## src/rtl/icache.sv

```systemverilog
`default_nettype none
// ============================================================================
// Module   : icache
// Brief    : Direct-mapped, one-word-per-line instruction cache. Hits are
//            served combinationally; misses issue a single-word memory read.
// Revision : 1.0
// ============================================================================
module icache #(
    parameter int INDEX_WIDTH = 6
) (
    input  logic        clk,
    input  logic        rst_in,
    input  logic        rdy_in,
    input  logic        fetch_req,
    input  logic [31:0] pc_in,
    output logic        cache_rdy,
    output logic [31:0] inst_out,
    output logic        icache2mem_req,
    output logic [31:0] icache2mem_addr,
    input  logic        mem2icache_rdy,
    input  logic [31:0] mem2icache_data
);

    localparam int c_LINES = 1 << INDEX_WIDTH;
    localparam int c_TAG_W = 30 - INDEX_WIDTH;

    localparam logic [0:0] c_IDLE = 1'b0;
    localparam logic [0:0] c_WAIT = 1'b1;

    logic [0:0]         r_state;
    logic [0:0]         w_state_next;
    logic [c_LINES-1:0] r_valid;
    logic [c_TAG_W-1:0] r_tag  [c_LINES];
    logic [31:0]        r_data [c_LINES];
    logic [29:0]        r_miss_wa;

    logic [INDEX_WIDTH-1:0] w_index;
    logic [c_TAG_W-1:0]     w_tag;
    logic [INDEX_WIDTH-1:0] w_miss_index;
    logic [c_TAG_W-1:0]     w_miss_tag;
    logic                   w_hit;
    logic                   w_miss_start;
    logic                   w_fill;
    logic                   w_unused_pc_bits;

    assign w_index          = pc_in[INDEX_WIDTH+1:2];
    assign w_tag            = pc_in[31:INDEX_WIDTH+2];
    assign w_miss_index     = r_miss_wa[INDEX_WIDTH-1:0];
    assign w_miss_tag       = r_miss_wa[29:INDEX_WIDTH];
    assign w_hit            = r_valid[w_index] && (r_tag[w_index] == w_tag);
    assign w_unused_pc_bits = &{1'b0, pc_in[1:0]};

    // Every state update is gated by rdy_in so the cache freezes with the
    // memory controller.
    assign w_miss_start = rdy_in && (r_state == c_IDLE) && fetch_req && !w_hit;
    assign w_fill       = rdy_in && (r_state == c_WAIT) && mem2icache_rdy;

    // State register
    always_ff @(posedge clk) begin
        if (rst_in) begin
            r_state <= c_IDLE;
        end else if (rdy_in) begin
            r_state <= w_state_next;
        end
    end

    // Next-state logic; pc_in/fetch_req are ignored while waiting on memory.
    always_comb begin
        w_state_next = r_state;
        case (r_state)
            c_IDLE: begin
                if (fetch_req && !w_hit) begin
                    w_state_next = c_WAIT;
                end
            end
            c_WAIT: begin
                if (mem2icache_rdy) begin
                    w_state_next = c_IDLE;
                end
            end
            default: w_state_next = c_IDLE;
        endcase
    end

    // Output logic
    always_comb begin
        cache_rdy      = 1'b0;
        icache2mem_req = 1'b0;
        case (r_state)
            c_IDLE:  cache_rdy      = rdy_in && fetch_req && w_hit;
            c_WAIT:  icache2mem_req = 1'b1;
            default: cache_rdy      = 1'b0;
        endcase
    end

    assign inst_out        = r_data[w_index];
    assign icache2mem_addr = {r_miss_wa, 2'b00};

    always_ff @(posedge clk) begin
        if (rst_in) begin
            r_miss_wa <= '0;
        end else if (w_miss_start) begin
            r_miss_wa <= pc_in[31:2];
        end
    end

    always_ff @(posedge clk) begin
        if (rst_in) begin
            r_valid <= '0;
        end else if (w_fill) begin
            r_valid[w_miss_index] <= 1'b1;
        end
    end

    // Tag and data arrays carry no reset; valid bits alone qualify them.
    always_ff @(posedge clk) begin
        if (w_fill) begin
            r_tag[w_miss_index]  <= w_miss_tag;
            r_data[w_miss_index] <= mem2icache_data;
        end
    end

endmodule
`default_nettype wire

```

## config.mk

```make
export PLATFORM = sky130hd
export DESIGN_NAME = icache
export DESIGN_NICKNAME = d
export VERILOG_FILES = /design/src/rtl/icache.sv
export SDC_FILE = /design/constraint.sdc
export NUM_CORES = 2
export LEC_CHECK = 0
export ABC_CLOCK_PERIOD_IN_PS = 7600
export BUFFER_PORTS_ARGS = -buffer_cell sky130_fd_sc_hd__buf_2
export CORE_AREA = 5 5 538 540
export DETAILED_ROUTE_END_ITERATION = 16
export DIE_AREA = 0 0 543 545
export PLACE_DENSITY_LB_ADDON = 0.08
export SETUP_SLACK_MARGIN = 0.5
export SLEW_MARGIN = 25
export SYNTH_ARGS = -nofsm -noshare
export SYNTH_HDL_FRONTEND = slang
export SYNTH_SLANG_ARGS = --single-unit
```

## constraint.sdc

```tcl
create_clock -name clk -period 7.6 [get_ports clk]
set_clock_uncertainty 0.15 [all_clocks]
set_input_delay 0 -clock clk [delete_from_list [all_inputs] [get_ports clk]]
set_output_delay 0 -clock clk [all_outputs]
set_load 0.02 [all_outputs]
```

; ---- Yosys cells after proc, flatten, opt, wreduce, memory -nomap -nowiden
; Memory sizes are Yosys's and may differ from the RTL's.
; Cells that the tools add are included.
[word_totals]
out_inout_bits = 66
ram_bits = 3584
n_memories = 2
ff_bits = 95
in_bits = 69
[classes]
n_mux = 11
bitwise = 2
eq_ne = 1
n_lt_le_gt_ge = 3
reduce_logical = 11
[memory_table]
columns = name, depth, word_bits, read_ports, rd_clocked_by_memory_dff, wr, line
row1 = r_data, 64, 32, 1, 0, 1, 34  ; logic [31:0] r_data [c_LINES];
row2 = r_tag, 64, 24, 1, 0, 1, 33  ; logic [c_TAG_W-1:0] r_tag [c_LINES];
[op_table]
columns = operator, count
row1 = 64-bit OR, 1
row2 = 24-bit == test, 1
row3 = 6-bit by 7-bit less-than comparator with 1-bit output (second input constant), 2
row4 = 1-bit logical AND, 10
row5 = 1-bit 2-to-1 mux, 8
row6 = 1-bit binary-select mux with 6-bit select, 1
row7 = 1-bit demux with 6-bit select, 1
row8 = 6-bit by 1-bit greater-or-equal comparator with 1-bit output (second input constant), 1
row9 = 1-bit case mux with 2 select lines, 1
row10 = 1-bit zero test, 1
row11 = 1-bit inverter, 1

; ---- Logic depth before layout (Yosys ltp)
[depth]
depth_word = 7
depth_mapped = 17
ltp_nobuf = 10

; ---- Worst setup path after synthesis
; Ideal clock, no wire load.
[synth_timing]
path_type = register to register
startpoint = register r_miss_wa[4]
endpoint = memory r_data[23][0] (enable)
path_stages_with_launch = 5
n_path_buf = 2
path_slack_ps = 3378
required_ps = 6978
arrival_time_ps = 3600
setup_ps = 472
path_cell_list = dfxtp_1 > buf_4 > or3b_2 > clkbuf_1 > nor2_1
[synth_lines]
columns = item, line
row1 = "start, declared", 35  ; logic [29:0] r_miss_wa;
row2 = "start signal, assigned", 103  ; r_miss_wa <= pc_in[31:2];
row3 = "end, declared", 34
; No word-level cell before the write port.

; ---- Final worst setup path
[layout_timing]
startpoint = input pc_in[3]
endpoint = register r_miss_wa[18]
[layout_between]
elab_chain_cells = 5
elab_cells_between_ends = 7
classes_between = 1 x eq/ne / 2 x mux / 3 x reduce/logical / 1 x memory
[layout_lines]
columns = item, line
row1 = "start, declared", 15  ; input logic [31:0] pc_in,
row2 = memory read 64 x 24 bit / 1-bit binary-select mux with 6-bit select (equally long branches), -
row3 = 24-bit == test / 1-bit 2-to-1 mux (equally long branches), 50  ; assign w_hit = r_valid[w_index] && (r_tag[w_index] == w_tag);
row4 = 1-bit logical AND (*), 50
row5 = 1-bit zero test (*), 55  ; assign w_miss_start = rdy_in && (r_state == c_IDLE) && fetch_req && !w_hit;
row6 = 1-bit logical AND (*), 55
; Mark *: on every way between the ends. The rest lies on a longest branch, timed or not. The select of a mux whose other input is x is not followed.
; A chain may end at the register's enable or synchronous reset.

==> impl_metrics.py <==
metrics = {
    "status": {
        "run_status": "finished clean",
    },
    "sta": {
        "period_minus_slack_ns": 5.61,
        "finalSetupViolCount": 0,
        "fin_tns_setup_ns": 0,
        "setup_ws_ns": 1.99,
        "relSlewSlack_pct": 20.0,
        "max_freq_mhz": 178,
        "holdWs_ns": 0.00151,
        "rsz0062_at_grt": "no",
        "worstMarginPinSlew_ns": 1.20,
        "fin_crit_sh_pct": 73.8,
        "slew_viol_final": 0,
        "hold_viol": 0,
    },
    "die": {
        "core.rowCount": 196,
        "ios": 135,
        "die_h_um": 545,
        "die-area_um2": 296000,
        "core-area_um2": 284000,
        "die_width_um": 543,
        "initial_core_util_pct": 49.8,
    },
    "final_layout": {
        "syn_to_final_growth_pct": 14.1,
        "stdcell_count": 10800,
        "layout_commonest_cell": "edfxtp_1",
        "final_cell_mix": "edfxtp_1 (3584), mux4_2 (972), clkbuf_16 (382), mux2i_1 (219), buf_4 (208)",
        "finalInstanceArea_um2": 161000,
        "fin_nets": 6742,
        "drive_gt1_share_pct": 29.1,
        "final_util_pct": 56.8,
    },
    "detailed_routing": {
        "drc": 0,
        "via_per_inst": 6.59,
        "ant_nets": 0,
        "dr.pass1.iters": 6,
        "wl_per_cell_um": 39.0,
        "first_iter_violations": 9995,
        "dr_total_vias": 70900,
        "wl_mm": 419,
    },
    "yosys": {
        "syn_avg_cell_area_um2": 23.0,
        "ys_ff_latch": 3679,
        "synth-seq-area-share_pct": 77.5,
        "netlist_top_cells_area": "edfxtp_1 (76%), mux4_2 (15%), mux2i_1 (1.6%), dfxtp_1 (1.3%), nor2_1 (0.55%)",
        "synth_warnings": 0,
        "async_flop_share_pct": 0,
        "synth.distinct_cells": 86,
        "synth_area_leader_cell": "edfxtp_1",
        "netlist_area_um2": 141000,
        "synth.top_cell.area_share_pct": 76.1,
        "postSynthCellCount": 6141,
        "synth_edf_count": 3584,
        "ys.flop_type": "edfxtp_1",
    },
    "critical_path": {
        "rrSetupSlack_ns": 2.49,
        "critPathMaxFanout": 64,
        "critPathRequiredTime_ns": 8.33,
        "crit-reg2reg-launch": "r_valid[43]$_SDFFE_PP0P_",
        "worstReg2RegEnd": "r_miss_wa[18]$_SDFFE_PP0P_",
        "crit_arrival_ns": 6.34,
        "endpoint_kind": "flop",
        "r2r_cells": 11,
        "critPathKind": "primary input to flop",
        "start_kind": "primary input",
    },
    "global_routing": {
        "antenna_found_initial": 20,
        "globalRouteOverflowTotal": 0,
        "grt_pass1_vias": 69600,
        "grt.total_usage_pct": 28.2,
        "grt_first_pass_wirelength_mm": 575,
        "grt_max_degree": 142,
    },
    "clock_tree": {
        "cts_resized": 0,
        "cts.clk_slew.worst_paths_ns": 0.06,
        "clkLatencyLatePin_ns": 0.96,
        "cts_tree": "yes",
        "clock-sinks": 3679,
        "clockRootBuffer": "clkbuf_16",
        "cts_buffers": 379,
        "clk_path_buf_depth": 4,
        "htreeDepth": 5,
    },
    "placement": {
        "io_buffers": 130,
        "post-place-ws_ns": 2.25,
        "dpl.hpwl_mm": 225,
        "placed_cells": 9918,
        "routabilityCongestion": 0.824,
        "post_dp_cell_area_um2": 148000,
    },
    "power_and_ir_drop": {
        "p_leak_nw": 49.7,
        "peakVddDrop_uv": 220,
        "p_per_area_nw_per_um2": 264,
        "finalPower_mw": 42.6,
    },
    "run": {
        "max_cap_violations": 0,
    },
    "worst_hold_path": {
        "min_path_type": "primary input to flop",
        "min_from": "mem2icache_data[19]",
        "min_path_cells": 2,
        "holdPathEnd": "r_data[40][19]$_DFFE_PP_",
    },
}
-- timing repair --
action / in CTS / in global routing
setup buffers: 0 / 0
endpoints found under the hold margin: 2131 / 74
hold buffers: 126 / 5
-- routing by layer --
metal / part of all wire, % / track usage (%) / vias up
met3: 8.4 / 4.25 / 663
met1: 41 / 42.1 / 39400
met2: 47 / 44.0 / 3607
met5: 0.0029 / 0 / -
li1: - / - / 27300
met4: 3.1 / 8.01 / 2
-- critical path, stage by stage --
cell	delay, ns
dlygate4sd3_1	0.59
buf_8	0.43
buf_4	0.83
mux4_1	0.43
a22oi_1	0.20
a21oi_1	0.09
o21ai_0	0.61
a31oi_1	0.19
o22ai_1	0.55
nor4b_2	0.13
nand4_1	0.24
nor2b_4	0.62
buf_4	0.43
mux2i_1	0.26
dlygate4sd3_1	0.57
-- cell families (layout without fill, tap and decap cells) --
kind of cell / Yosys count / count (layout) / synth area share [%]
xor gates and xnor gates: 14 / 14 / 0.0867
other: 1 / 10 / 0.00265
buffers and inverters: 348 / 1196 / 1.38
AOI/OAI and AO/OA: 303 / 303 / 1.57
and+or+nand+nor: 565 / 565 / 2.06
DFF: 3679 / 3679 / 77.5
muxes: 1231 / 1231 / 17.4
-- final cells by class --
type | instances | area (µm²)
fillers | 20900 | 123000
clock buffers | 464 | 9990
flip-flops and latches | 3679 | 110000
clock inverters | 234 | 2230
multi-input cells | 2115 | 30400
diodes | 8 | 20.0
inverters | 13 | 62.6
repair buffers | 485 | 4230
well taps | 3762 | 4710
-- synth_stat cells, drive strengths merged (20+ instances only) --
cell	n
nor2b	24
mux4	981
nor2	209
edfxtp	3584
mux2i	219
a21oi	27
a31oi	20
clkbuf	133
o22ai	40
buf	202
nand3	49
nand2b	34
dfxtp	95
and3	20
or2b	38
mux2	31
nand2	85
o21ai	25
a22oi	85
-- how the worst max path moves through the flow --
stage / from / to / cells after the start
6_report: pc_in[3] / r_miss_wa[18]$_SDFFE_PP0P_ / 15
3_5_place_dp: pc_in[3] / r_miss_wa[12]$_SDFFE_PP0P_ / 13
5_1_grt: pc_in[2] / r_miss_wa[29]$_SDFFE_PP0P_ / 14
4_1_cts: pc_in[2] / r_miss_wa[3]$_SDFFE_PP0P_ / 14
3_3_place_gp: pc_in[2] / r_miss_wa[5]$_SDFFE_PP0P_ / 12
2_1_floorplan: r_miss_wa[4]$_SDFFE_PP0P_ / r_data[23][0]$_DFFE_PP_ / 4
-- registers in the layout (all words and copies together), names as in the netlist --
register   count
r_data      2048
r_state        1
r_tag       1536
r_miss_wa     30
r_valid       64
-- report_power, final --
group	internal [mW]	total, mW	switching [mW]
logic	0.765	1.89	1.13
registers	22.3	22.4	0.114
clock network	10.5	18.3	7.85
total	33.5	42.6	9.09
No activity file was read; power rests on OpenSTA's default activity.
